### src/rtl/bit_tap_defs.sv
// Shared mode encodings and the {vld,dat} stage record for the bit tap pipeline.
// Constants only; no logic, no latency, no backpressure.
package bit_tap_defs;

  localparam logic [1:0] MODE_PASS = 2'b00;
  localparam logic [1:0] MODE_INV  = 2'b01;
  localparam logic [1:0] MODE_RISE = 2'b10;
  localparam logic [1:0] MODE_FALL = 2'b11;

  typedef struct packed {
    logic vld;
    logic dat;
  } tap_t;

endpackage

### src/rtl/bit_tap_stage.sv
// One {vld,dat} pipeline register: one cycle of latency per enabled edge.
// en=0 stalls the stage and it holds its contents.
module bit_tap_stage
  import bit_tap_defs::*;
(
  input  logic clk,
  input  logic rst_n,
  input  logic en,
  input  tap_t d,
  output tap_t q
);

  always_ff @(posedge clk or negedge rst_n) begin
    if (!rst_n) begin
      q <= '0;
    end else if (en) begin
      q <= d;
    end
  end

endmodule

### src/rtl/bit_tap_pipe.sv
// Taps a[sel], conditions it (pass/invert/rise/fall), delays it DEPTH enabled edges, counts valid 1s.
// Latency exactly DEPTH enabled edges; en=0 freezes every stage and prev, cnt_clr still acts.
module bit_tap_pipe
  import bit_tap_defs::*;
#(
  parameter int WIDTH = 4,
  parameter int DEPTH = 1,
  parameter int CNT_W = 8,
  parameter int SEL_W = 2
) (
  input  logic             clk,
  input  logic             rst_n,
  input  logic             en,
  input  logic             in_vld,
  input  logic [0:WIDTH-1] a,
  input  logic [SEL_W-1:0] sel,
  input  logic [1:0]       mode,
  input  logic             cnt_clr,
  output logic             x,
  output logic             x_vld,
  output logic [CNT_W-1:0] edge_cnt,
  output logic             cnt_sat
);

  localparam logic [CNT_W-1:0] CNT_MAX = '1;

  logic t;
  logic f;
  logic prev;
  logic inc;
  tap_t stg_d [DEPTH];
  tap_t stg_q [DEPTH];

  // Indices at or beyond WIDTH match no bit, so the tap reads as 0.
  always_comb begin
    t = 1'b0;
    for (int i = 0; i < WIDTH; i++) begin
      if (sel == SEL_W'(i)) t = a[i];
    end
  end

  always_comb begin
    f = t;
    case (mode)
      MODE_PASS: f = t;
      MODE_INV:  f = ~t;
      MODE_RISE: f = t & ~prev;
      MODE_FALL: f = ~t & prev;
      default:   f = t;
    endcase
  end

  always_ff @(posedge clk or negedge rst_n) begin
    if (!rst_n) begin
      prev <= 1'b0;
    end else if (en && in_vld) begin
      prev <= t;
    end
  end

  always_comb begin
    stg_d[0] = '{vld: in_vld, dat: in_vld & f};
    for (int k = 1; k < DEPTH; k++) begin
      stg_d[k] = stg_q[k-1];
    end
  end

  for (genvar k = 0; k < DEPTH; k++) begin : g_stage
    bit_tap_stage u_stage (
      .clk   (clk),
      .rst_n (rst_n),
      .en    (en),
      .d     (stg_d[k]),
      .q     (stg_q[k])
    );
  end

  assign x     = stg_q[DEPTH-1].dat;
  assign x_vld = stg_q[DEPTH-1].vld;

  // Count on the edge that loads a valid 1 into the last stage, so edge_cnt moves with x.
  assign inc     = en & stg_d[DEPTH-1].vld & stg_d[DEPTH-1].dat;
  assign cnt_sat = (edge_cnt == CNT_MAX);

  always_ff @(posedge clk or negedge rst_n) begin
    if (!rst_n) begin
      edge_cnt <= '0;
    end else if (cnt_clr) begin
      edge_cnt <= '0;
    end else if (inc && !cnt_sat) begin
      edge_cnt <= edge_cnt + CNT_W'(1);
    end
  end

endmodule

### config.mk
export PLATFORM = sky130hd
export DESIGN_NAME = bit_tap_pipe
export DESIGN_NICKNAME = d
export VERILOG_FILES = /design/src/rtl/bit_tap_defs.sv /design/src/rtl/bit_tap_stage.sv /design/src/rtl/bit_tap_pipe.sv
export SDC_FILE = /design/constraint.sdc
export NUM_CORES = 1
export LEC_CHECK = 0
export CORE_MARGIN = 3
export CORE_UTILIZATION = 35
export CTS_CLUSTER_DIAMETER = 30
export DETAILED_ROUTE_END_ITERATION = 6
export GPL_TIMING_DRIVEN = 0
export HOLD_SLACK_MARGIN = 0.05
export PLACE_DENSITY = 0.69
export SETUP_SLACK_MARGIN = 0.4
export SLEW_MARGIN = 20
export SYNTH_ARGS = -nofsm -noshare
export SYNTH_HDL_FRONTEND = slang
export SYNTH_SLANG_ARGS = --single-unit
### constraint.sdc
create_clock -name clk -period 1.8 [get_ports clk]
set_input_delay 0.18 -clock clk [delete_from_list [all_inputs] [get_ports clk]]
set_output_delay 0.18 -clock clk [all_outputs]
set_load 0.01 [all_outputs]
==> run summary <==
At the end of the flow, the number of nets in the layout was 117. In this run, post-CTS hold repair placed 0 buffers. Clock-pin slew was measured on the worst setup and hold paths at 0.07 ns. The tools report the launch instance of the worst register-to-register path as prev. Pin count of the biggest net entering global routing: 12. The classification of the worst setup path is in -> reg. The number of storage elements in the synthesis netlist is 11. The post-route core utilization was 69.6%; the final-layout worst hold slack was 0.251 ns. In this run the clock root is driven by a clkbuf_4.

The count of antenna diodes in the layout came out at 0. The number of sinks on the clock net is 11. The global-route total usage across every layer was 17.7%; the die area was 2310 sq um.

The post-route minimum period was 1.82 ns. Summed over all layers, the routed wires come to 1820 um. For the post-detailed-route count of antenna-violating nets, the log shows 0.

Final critical-path setup slack: -0.0243 ns. The top cell types in the final layout, fill and taps aside, are 12 x buf_4, 9 x dfrtp_1, 8 x dlygate4sd2_1. For the pin with the worst max-slew slack, the measured transition is 0.515 ns. The core region is 1580 sq um. The run gives 0.03 ns as the worst setup slack for register-to-register paths.

The logs give 0.00147 ns for the post-route clock skew and 39.3% for the initial standard-cell utilization of the core. The first routing iteration left 9 violations. The maximum fanout along the worst path was 5. The element type at the critical path start is an input port. The run gives 0 as the reported max-cap violation count.

For the final routed database, the setup TNS stands at -0.0414 ns. The via count of the first global-routing pass was 627. The ratio of routed vias to standard cells came out at 5.61. The first-pass detailed-route iteration total was 4. The run gives 0 as the number of DRC violations after detailed routing.

The area growth from synthesis to layout is 77.2%. During placement, the flow inserted port buffers numbering 23. Summing every instance area after synthesis gives 619 sq um.

TritonCTS built the clock tree. The run gives 1 as the number of H-tree branching levels. The maximum cell stage delay along the critical path works out to 0.50 ns.

During synthesis, Yosys emitted a total of 0 warnings. The worst path uses 101% of the clock period. 24 I/O pins were placed. Dividing the detail-routed wire length by the instance count gives 15.4 um. The tools report the total via count in the routed design as 662. The top achievable clock speed is 548 MHz. The net count after synthesis is 76.

The max-slew violation total from the final report came out at 0. The worst-case IR drop observed on VDD is 0.532 mV. The height of the die works out to 48.1 um. The floorplan step set the die width to 48.1 um. The first global-routing pass estimated 2750 um of wire. The run gives 65.6% as the remaining max-slew budget at the tightest pin.

The tightest min-delay check is of the in -> async type. The congestion estimate from routability-driven global placement came to 0.726. Insertion delay to the later sink of the worst-skew pair: 0.27 ns. Sequential elements use 44.4% of the synthesized area. Summed over all layers, the global routing overflow is 0. Detailed placement ended at an HPWL of 1100 um. Counting cells, the worst reg-to-reg path comes to 5.

The leakage power of the design is 0.483 nW, and the per-instance average area after synthesis is 9.99 sq um. The endpoint of the lowest-slack register-to-register path was edge_cnt[5]. The number of standard cells after synthesis was 62; the clock buffer count from CTS was 3.

For this design the ratio of total power to cell area is 505 nW/um^2. For the worst setup path, the data arrival time is 2.02 ns. Cell with the biggest individual delay on the critical path: or4b_1. The final reports fail on negative setup slack. The total count of hold-check failures in the final report is 0.

Setup violations remaining at the end of the flow were counted as 2. Setup repair after global routing could not meet its margin everywhere. Traced cell by cell, the critical path runs through buf_6, mux4_2, or3b_4, a21o_4, or4b_1, a21oi_1. For the initial antenna violation count, the log shows 0.

After floorplanning, the core was divided into 14 placement rows. Leaving out fill and tap cells, the most frequent cell in the layout is buf_4. The synthesized netlist contains 30 unique library cells. STA classifies the critical path endpoint as a flop.

The number of buffers on the longest clock path is 2. For the worst setup path, the data required time is 1.99 ns. In the final layout, the share of cells above drive strength 1 is 43.1%. The run finished, with violations left.
## timing repair
| item | 4_1_cts | 5_1_grt |
|---|---|---|
| gates resized for setup | 45 | 13 |
| setup endpoints to repair | 18 | 11 |
| pin swaps | 7 | 7 |
| buffers inserted | 10 | 3 |
## per-layer routing
metal	vias up	GRT usage [%]	part of all wire, %
met5	-	0	0
met4	0	8.06	2.1
met3	6	5.64	4.3
met2	22	29.6	54
met1	317	20.6	40
li1	317	-	-
## power breakdown
group | internal, mW | leakage, nW | switching (mW)
logic | 0.0692 | 0.322 | 0.0527
clock network | 0.0858 | 0.0150 | 0.0806
registers | 0.258 | 0.145 | 0.00796
total | 0.413 | 0.483 | 0.141
## layout make-up
class                   instances  area (sq um)
clock buffers                   4          26.3
multi-input cells              47           449
flip-flops and latches         11           278
repair buffers                 36           309
plain buffers                   1          3.75
inverters                       3          11.3
fillers                       121           479
well taps                      16          20.0
## logic make-up after synthesis
group | count (synthesis) | share of synthesized area [%]
AO/OA/AOI/OAI | 15 | 16.0
XOR/XNOR | 1 | 1.41
adder cells (fa/ha/maj) | 1 | 2.02
buffers and inverters | 4 | 2.42
flip-flops | 11 | 44.4
multiplexers | 5 | 10.7
AND/OR/NAND/NOR | 25 | 23.0
## sequential cells by signal (all words and copies together), names as in the netlist
register           cells
g_stage.u_stage.q      2
edge_cnt               8
prev                   1
## how the worst max path moves through the flow
stage | slack [ns] | endpoint | startpoint | depth (start not counted)
4_1_cts | -0.05 | edge_cnt[5] | sel[0] | 6
3_5_place_dp | -0.76 | edge_cnt[5] | sel[0] | 6
5_1_grt | -0.05 | edge_cnt[6] | a[3] | 8
3_3_place_gp | -0.73 | edge_cnt[3] | sel[0] | 6
6_report | -0.02 | edge_cnt[5] | sel[0] | 6
2_1_floorplan | -0.14 | edge_cnt[5] | sel[0] | 5
## worst max-delay path: cells and delay by family
kind                   cells  cell delay (ns)
multiplexers               1             0.49
AO/OA/AOI/OAI              2             0.38
buffers and inverters      1             0.07
AND/OR/NAND/NOR            2             0.89
## Yosys cell counts
| master | n | area (sq um) |
|---|---|---|
| xnor2_1 | 1 | 8.76 |
| nor4bb_1 | 1 | 10.0 |
| o2111ai_1 | 1 | 8.76 |
| a41oi_1 | 1 | 8.76 |
| mux2_2 | 3 | 33.8 |
| a311oi_1 | 1 | 8.76 |
| a21oi_1 | 5 | 25.0 |
| nand2b_1 | 2 | 12.5 |
| inv_1 | 3 | 11.3 |
| nand3_1 | 3 | 15.0 |
| nand4_1 | 2 | 12.5 |
| mux2i_1 | 1 | 10.0 |
| or4b_1 | 1 | 10.0 |
| nand2_1 | 3 | 11.3 |
| or3_2 | 1 | 7.51 |
| dfrtp_1 | 11 | 275 |
| clkbuf_1 | 1 | 3.75 |
| nor2_1 | 6 | 22.5 |
| mux4_2 | 1 | 22.5 |
| a21o_1 | 1 | 7.51 |
| a31oi_1 | 1 | 6.26 |
| o41ai_1 | 1 | 8.76 |
| or3b_4 | 1 | 11.3 |
| or2_2 | 1 | 6.26 |
| a211oi_1 | 1 | 7.51 |
| nor2b_1 | 3 | 18.8 |
| o21ai_0 | 2 | 10.0 |
| o31ai_1 | 1 | 7.51 |
| ha_1 | 1 | 12.5 |
| nor3_1 | 1 | 5.00 |
## through the flow
stage          power, mW  instances  instance area, sq um  setup WS, ns
2_1_floorplan      0.306         62                   619        -0.138
3_3_place_gp       0.356        101                   870        -0.730
3_5_place_dp       0.358        101                   870        -0.757
4_1_cts            0.542        115                  1000       -0.0526
5_1_grt            0.580        118                  1100       -0.0519
6_report           0.554        118                  1100       -0.0243
(Power assumes the default switching activity.)
